**src/rtl/piso_pkg.sv**
```systemverilog
// Shared defaults for the parallel-in serial-out shifter.
package piso_pkg;
  localparam int unsigned DEF_WIDTH     = 4;
  localparam bit          DEF_MSB_FIRST = 1'b1;
endpackage

```
**src/rtl/piso.sv**
```systemverilog
// Parallel-in, serial-out shift register; a load edge puts the first bit on dout
// immediately, each later edge shifts one bit out with zero fill.
module piso
  import piso_pkg::*;
#(
  parameter int unsigned WIDTH     = DEF_WIDTH,
  parameter bit          MSB_FIRST = DEF_MSB_FIRST
) (
  input  logic [WIDTH-1:0] din,
  input  logic             clk,
  input  logic             reset,
  input  logic             load,
  output logic             dout
);

  logic [WIDTH-1:0] r_sr;

  // Priority: reset > load > shift. Reload mid-word simply overwrites the old word.
  always_ff @(posedge clk or posedge reset) begin
    if (reset) begin
      r_sr <= '0;
    end else if (load) begin
      r_sr <= din;
    end else if (MSB_FIRST) begin
      r_sr <= {r_sr[WIDTH-2:0], 1'b0};
    end else begin
      r_sr <= {1'b0, r_sr[WIDTH-1:1]};
    end
  end

  // Output is a register bit only, so no input reaches dout combinationally.
  assign dout = MSB_FIRST ? r_sr[WIDTH-1] : r_sr[0];

endmodule

```
**config.mk**
```make
export PLATFORM = sky130hd
export DESIGN_NAME = piso
export DESIGN_NICKNAME = d
export VERILOG_FILES = /design/src/rtl/piso_pkg.sv /design/src/rtl/piso.sv
export SDC_FILE = /design/constraint.sdc
export NUM_CORES = 1
export LEC_CHECK = 0
export ABC_CLOCK_PERIOD_IN_PS = 1100
export CAP_MARGIN = 40
export CELL_PAD_IN_SITES_DETAIL_PLACEMENT = 1
export CELL_PAD_IN_SITES_GLOBAL_PLACEMENT = 1
export CORE_AREA = 4 4 41 43
export DETAILED_ROUTE_END_ITERATION = 10
export DIE_AREA = 0 0 45 47
export GPL_TIMING_DRIVEN = 0
export PLACE_DENSITY = 0.47
export SLEW_MARGIN = 0
export SYNTH_ARGS = -nofsm -noshare
export SYNTH_HDL_FRONTEND = slang
export SYNTH_SLANG_ARGS = --single-unit
export TNS_END_PERCENT = 100
```
**constraint.sdc**
```tcl
create_clock -name clk -period 1.1 [get_ports clk]
set_input_delay 0.275 -clock clk [delete_from_list [all_inputs] [get_ports clk]]
set_output_delay 0.275 -clock clk [all_outputs]
set_load 0.01 [all_outputs]
```
# Word level (Yosys, flattened, before mapping)
# Index checks and enable logic that the tools add are counted.
[totals]
reg_bits = 4
input_bits = 7
output_inout_bits = 1
wordCells = 2
[op_classes]
muxes = 1
[ops]
columns = ["op", "n"]
rows = [
  ["4-bit 2-to-1 mux", 1],
]

# Logic depth before layout (Yosys ltp)
# Gate-level depths: netlist of the first run.
[depth]
word_depth = 1
ltp_mapped = 1
mapped_depth_nobuf = 1

# Worst setup path after synthesis of the first run
# OpenSTA, ideal clock, no wires.
[synth_timing]
path_type = "register to register"
from = "reg r_sr[0]"
to = "reg r_sr[1]"
setup_time_ns = 0.125
arrival_time_ns = 0.574
required_time_ns = 0.975
slack_ns = 0.402
path_stages_with_launch = 2
n_path_buf = 0
period_less_slack_ns = 0.698
path_cell_list = "dfrtp_1 > mux2_2"
[synth_via]
elab_chain_cells = 1
[synth_lines]
columns = ["element", "line", "rtl"]
rows = [
  ["start: declaration", "piso.sv:16", "logic [WIDTH-1:0] r_sr;"],
  ["start signal: assignment", "piso.sv:23", "r_sr <= din;"],
  ["start signal: assignment", "piso.sv:25", "r_sr <= {r_sr[WIDTH-2:0], 1'b0};"],
  ["start signal: assignment", "piso.sv:27", "r_sr <= {1'b0, r_sr[WIDTH-1:1]};"],
  ["4-bit 2-to-1 mux", "piso.sv:22", "end else if (load) begin"],
]
# Every way passes these cells.

# Worst setup path after layout of the first run
[layout_timing]
from = "in load"
to = "reg r_sr[3]"
[layout_via]
elab_chain_cells = 1
[layout_lines]
columns = ["element", "line", "rtl"]
rows = [
  ["start: declaration", "piso.sv:12", "input logic load,"],
  ["4-bit 2-to-1 mux", "piso.sv:22", ""],
]
# Every way passes these cells.

==> metrics.csv, run 1 <==
stage,metric,value,unit
layout,"commonest cells after routing, fill and taps aside","sky130_fd_sc_hd__clkdlybuf4s50_1, sky130_fd_sc_hd__dfrtp_1, sky130_fd_sc_hd__mux2_2, sky130_fd_sc_hd__clkbuf_4",
grt,total congestion overflow,0,
critical_path,type of element launching the critical path,input port,
cts,H-tree lvl count,1,
timing,maximum operating frequency,950,MHz
run,max-cap violations,0,
timing,final hold vios,0,
grt,maximum number of pins on one net before global-route repair,5,
timing,number of pins exceeding their max-slew limit in the final report,0,
layout,count of inserted antenna diode cells,0,
route,WL per Instance,9.32,um
layout,top register by number of flip-flops,r_sr,
yosys,post-synthesis sequential area ratio,69.0,%
critical_path,R2R depth,1,
timing,Final Critical Period,1.05,ns
placed_design,Final Wtd Congestion,0.635,
route,drt via density,3.24,
route,routed vias,110,
critical_path,endpoint required time on the critical path,1.21,ns
timing,headroom to the max-slew limit,89.4,%
timing,ratio of final minimum period to clock period,95.7,%
yosys,syn nets,16,
grt,global-route wire length before repair,565,um
route,remaining number of nets flagged by the antenna check after routing,0,
cts,clock insertion delay at the later pin of the skew report,0.23,ns
timing,RSZ-0062 raised after global routing,false,
critical_path,Worst setup EP type,register,
critical_path,delay contributed by the slowest stage of the critical path,0.54,ns
route,number of detailed-routing iterations run before antenna repair,1,
layout,number of nets in the final layout,28,
status,run status,finished clean,
placed_design,input/output buffers,7,
floorplanning,Die ar.,2120,um2
power_and_ir_drop,Leakage,0.112,nW
cts,number of clock sinks seen by CTS,4,
critical_path,master of the slowest instance on the critical path,sky130_fd_sc_hd__clkdlybuf4s50_1,
layout,Area Overhead vs Synth,73.3,%
yosys,netlist area before placement,145,um2
cts,clk buf depth,2,
yosys,count of synthesis-stage warnings from yosys,0,
placed_design,Cell Count Post-Placement,31,
critical_path,CP Buf/Inv Count,1,
grt,total global routing track utilization,5.00,%
floorplanning,chip width,45,um
critical_path,path type of the worst setup path,input port to register,
cts,Post-CTS Setup Inserts,0,
layout,largest registers in the final layout,r_sr x4,
floorplanning,Die Height,47,um
critical_path,startpoint of the worst-slack reg-to-reg timing path,r_sr[2],
floorplanning,starting density of the core,11.2,%
layout,filler cell count,152,
route,number of DRC markers in iteration 0,0,
timing,worst-margin pin slew,0.159,ns
timing,worst hold slack across all endpoints,0.233,ns
cts,clock slew seen by the registers of the worst setup and hold paths,0.04,ns
grt,initial antenna violation count,0,
cts,clock tree root buffer cell,sky130_fd_sc_hd__clkbuf_4,
yosys,cell accounting for the most synthesized area,sky130_fd_sc_hd__dfrtp_1,
critical_path,internal reg-to-reg setup slack,0.38,ns
floorplanning,row count,13,
layout,non-filler instance count after layout,34,
layout,most frequent standard cell in the layout excluding fill and tap cells,sky130_fd_sc_hd__clkdlybuf4s50_1,
power_and_ir_drop,pwr/cell area,1530,nW/um2
grt,via count of the first global-routing pass,132,
critical_path,arrival time worst endpoint,1.17,ns
power_and_ir_drop,worst supply voltage drop on vdd,516,uV
yosys,post-synth top area share,69.0,%
yosys,synthesized instance count,9,
yosys,Netlist cell types,4,
cts,CTS tree,yes,
timing,skew final,0.000212,ns
critical_path,highest fanout seen on the critical path,4,
yosys,count of state elements after synthesis,4,
cts,clock buffers created by TritonCTS,3,
floorplanning,Core Box Area,1300,um2
route,total length of routed wires,317,um
route,drt drc,0,
critical_path,critical register-to-register path endpoint,r_sr[3],
critical_path,cell family with the largest share of critical-path delay,buffers and inverters,
layout,share of layout cells above drive strength 1,42.1,%
critical_path,cell chain of the critical path,"clkdlybuf4s50_1, mux2_2",
layout,max FFs per register,4,
timing,total of endpoints with negative setup slack in the final report,0,
yosys,mean post-synth cell area,16.1,um2
yosys,ranking of synthesized cells by area,"sky130_fd_sc_hd__dfrtp_1, sky130_fd_sc_hd__mux2_2, sky130_fd_sc_hd__and2_2",
floorplanning,number of ports placed on the die boundary,8,
cts,# hold bufs at CTS,0,
min_path,type of the most critical hold path,input port to async pin,
==> cells by family after synthesis <==
family / Yosys count / synth area share, %
buffers and inverters: 1 / 2.58
flip-flops: 4 / 69.0
multiplexers: 3 / 23.3
AND/OR/NAND/NOR: 1 / 5.17
==> power by group <==
part	internal [mW]	leakage, nW	switching [mW]	total (mW)
combinational	0.0308	0.0489	0.0127	0.0434
sequential	0.159	0.0490	0.00269	0.162
clock	0.122	0.0138	0.0570	0.179
total	0.312	0.112	0.0724	0.384
==> final cells by class <==
| class | count | area (um2) | area share, % |
|---|---|---|---|
| inverters | 1 | 3.75 | 1.49 |
| well taps | 15 | 18.8 | 7.46 |
| repair buffers | 7 | 65.1 | 25.9 |
| flip-flops and latches | 4 | 100 | 39.8 |
| clock buffers | 3 | 22.5 | 8.96 |
| multi-input cells | 4 | 41.3 | 16.4 |
==> worst max-delay path by stage <==
stage                     startpoint      end  slack [ns]  cells after the start
after floorplan              r_sr[0]  r_sr[1]        0.40                      1
after global placement          load  r_sr[3]       -0.19                      2
after detailed placement        load  r_sr[1]       -0.20                      2
after CTS                    r_sr[3]     dout       0.006                      1
after global routing            load  r_sr[3]        0.03                      2
final                           load  r_sr[3]        0.05                      2
==> synthesized netlist by cell type, drive strengths merged <==
cell type	number
mux2	3
inv	1
and2	1
dfrtp	4
==> through the flow <==
stage / setup slack (ns) / utilization (%) / area, um2 / setup TNS, ns / total power [mW]
2_1_floorplan: 0.402 / - / 145 / 0 / 0.179
3_3_place_gp: -0.188 / 18.0 / 234 / -0.558 / 0.210
3_5_place_dp: -0.203 / 18.0 / 234 / -0.606 / 0.212
4_1_cts: 0.00625 / 19.7 / 256 / 0 / 0.399
5_1_grt: 0.0284 / 19.3 / 251 / 0 / 0.417
6_report: 0.0473 / 19.3 / 251 / 0 / 0.384
==> metal layers <==
layer | routed length (um) | vias up | track usage, %
li1 | - | 50 | -
met1 | 147 | 46 | 4.37
met2 | 79 | 12 | 4.24
met3 | 79 | 2 | 7.66
met4 | 11 | 0 | 5.26
met5 | 0 | - | 0
==> repair_timing <==
item,CTS,global route
hold endpoints to repair,0,0
resized for setup,2,1
endpoints found under the setup margin,1,1
gates cloned,0,0
No activity file was read; power rests on OpenSTA's default activity.
==> run 2, diff against run 1 <==
- SETUP_SLACK_MARGIN: unset -> 0.3
==> run 2 against run 1 <==
- clock-buffer cell count unchanged
- hold slack better by 0.0015 ns
- final cell count did not move
- worst setup slack gained 0.067 ns
- combinational power barely moved
- critical endpoint is now dout
==> metrics.csv, run 2 (synthesis gave the netlist of run 1 again) <==
stage,metric,value,unit,change
status,run status,finished clean,,
layout,largest registers in the final layout,r_sr x4,,
timing,skew final,0.0000746,ns,-0.000137 ns
grt,global-route wire length before repair,607,um,+7.4%
timing,ratio of final minimum period to clock period,89.6,%,-6.1 points
route,number of detailed-routing iterations run before antenna repair,1,,unchanged
critical_path,cell family with the largest share of critical-path delay,flip-flops,,
route,drt via density,3.29,,+1.8%
power_and_ir_drop,pwr/cell area,1510,nW/um2,-1.3%
layout,share of layout cells above drive strength 1,42.1,%,unchanged
route,number of DRC markers in iteration 0,0,,unchanged
power_and_ir_drop,worst supply voltage drop on vdd,517,uV,+0.15%
critical_path,Worst setup EP type,primary output,,
cts,clock slew seen by the registers of the worst setup and hold paths,0.04,ns,about the same
timing,total of endpoints with negative setup slack in the final report,0,,unchanged
grt,total congestion overflow,0,,unchanged
cts,H-tree lvl count,1,,unchanged
critical_path,cell chain of the critical path,buf_2,,
timing,final hold vios,0,,unchanged
critical_path,delay contributed by the slowest stage of the critical path,0.35,ns,-0.19 ns
floorplanning,number of ports placed on the die boundary,8,,unchanged
floorplanning,Die Height,47,um,unchanged
route,routed vias,112,,+1.8%
critical_path,internal reg-to-reg setup slack,0.37,ns,about the same
placed_design,input/output buffers,7,,unchanged
layout,Area Overhead vs Synth,75.9,%,
route,total length of routed wires,340,um,+7.3%
layout,max FFs per register,4,,unchanged
critical_path,CP Buf/Inv Count,1,,unchanged
cts,Post-CTS Setup Inserts,0,,unchanged
layout,Sequential cell area,100,um2,unchanged
cts,clock buffers created by TritonCTS,3,,unchanged
floorplanning,starting density of the core,11.2,%,unchanged
timing,headroom to the max-slew limit,87.3,%,-2.0 points
floorplanning,Core Box Area,1300,um2,unchanged
timing,maximum operating frequency,1010,MHz,+6.8%
critical_path,endpoint required time on the critical path,0.82,ns,-0.39 ns
grt,maximum number of pins on one net before global-route repair,5,,unchanged
power_and_ir_drop,Leakage,0.124,nW,+11%
critical_path,highest fanout seen on the critical path,1,,-3
min_path,type of the most critical hold path,input port to async pin,,
grt,total global routing track utilization,5.31,%,+0.32 points
layout,most frequent standard cell in the layout excluding fill and tap cells,sky130_fd_sc_hd__dfrtp_1,,
cts,clock tree root buffer cell,sky130_fd_sc_hd__clkbuf_4,,
route,WL per Instance,10.0,um,+7.3%
grt,initial antenna violation count,0,,unchanged
floorplanning,Die ar.,2120,um2,unchanged
critical_path,master of the slowest instance on the critical path,sky130_fd_sc_hd__dfrtp_1,,
cts,number of clock sinks seen by CTS,4,,unchanged
critical_path,startpoint of the worst-slack reg-to-reg timing path,r_sr[0],,
layout,number of nets in the final layout,28,,unchanged
power_and_ir_drop,post-layout power,385,uW,+0.19%
placed_design,Post-Place Cell Area,234,um2,unchanged
timing,setup TNS after final layout,0,ns,unchanged
timing,RSZ-0062 raised after global routing,true,,
cts,# hold bufs at CTS,0,,unchanged
cts,clock insertion delay at the later pin of the skew report,0.23,ns,about the same
critical_path,type of element launching the critical path,register,,
run,max-cap violations,0,,unchanged
route,drt drc,0,,unchanged
layout,count of inserted antenna diode cells,0,,unchanged
layout,footprint of the multi-input gates,48.8,um2,+18%
floorplanning,row count,13,,unchanged
critical_path,critical register-to-register path endpoint,r_sr[1],,
layout,filler cell count,156,,+2.6%
timing,worst-margin pin slew,0.190,ns,+0.0312 ns
floorplanning,chip width,45,um,unchanged
route,remaining number of nets flagged by the antenna check after routing,0,,unchanged
layout,"commonest cells after routing, fill and taps aside","sky130_fd_sc_hd__dfrtp_1, sky130_fd_sc_hd__clkbuf_4, sky130_fd_sc_hd__dlygate4sd2_1, sky130_fd_sc_hd__mux2_4, sky130_fd_sc_hd__clkdlybuf4s50_1",,
cts,clk buf depth,2,,unchanged
cts,CTS tree,yes,,
layout,cell area after layout,255,um2,+1.5%
critical_path,arrival time worst endpoint,0.71,ns,-0.46 ns
timing,number of pins exceeding their max-slew limit in the final report,0,,unchanged
critical_path,path type of the worst setup path,register to primary output,,
critical_path,R2R depth,1,,unchanged
layout,top register by number of flip-flops,r_sr,,
timing,Final Critical Period,0.986,ns,-0.0670 ns
placed_design,Final Wtd Congestion,0.635,,unchanged
grt,via count of the first global-routing pass,139,,+5.3%
-- run 2: metal layers --
layer  share of wire, %  GRT usage (%)
met5                  0              0
met4                3.2           5.26
met3                 21           7.66
met2                 27           4.80
met1                 48           4.83
-- run 2: worst max path at each step --
stage | start | to | depth (start not counted) | slack (ns)
2_1_floorplan | r_sr[0] | r_sr[1] | 1 | 0.40
3_3_place_gp | load | r_sr[3] | 2 | -0.19
3_5_place_dp | load | r_sr[1] | 2 | -0.20
4_1_cts | r_sr[3] | dout | 1 | 0.10
5_1_grt | r_sr[3] | dout | 1 | 0.07
6_report | r_sr[3] | dout | 1 | 0.11
-- run 2: per-stage QoR --
| step | instances | worst slack [ns] | hold slack [ns] | utilization [%] |
|---|---|---|---|---|
| 5_1_grt | 34 | 0.0699 | 0.239 | 19.6 |
| 2_1_floorplan | 9 | 0.402 | 0.0411 | - |
| 4_1_cts | 34 | 0.101 | 0.235 | 19.6 |
| 3_5_place_dp | 31 | -0.203 | 0.475 | 18.0 |
| 3_3_place_gp | 31 | -0.188 | 0.459 | 18.0 |
| 6_report | 34 | 0.114 | 0.234 | 19.6 |
-- run 2: power by group --
group	internal [mW]	leakage (nW)	switching [mW]
Combinational	0.0299	0.0614	0.0138
Clock	0.122	0.0138	0.0574
Sequential	0.159	0.0490	0.00279
Total	0.311	0.124	0.0740
-- run 2: final cells by class --
cell class,count,share of cell area [%]
multi-input combinational,4,19.1
sequential,4,39.2
clock buffer,3,8.82
tap,15,7.35
inverter,1,1.47
timing repair buffer,7,24.0
-- run 2: what timing repair did --
item	in CTS	in global routing
pin swaps	0	0
gates resized for setup	11	0
setup endpoints to repair	5	1
hold endpoints to repair	0	0
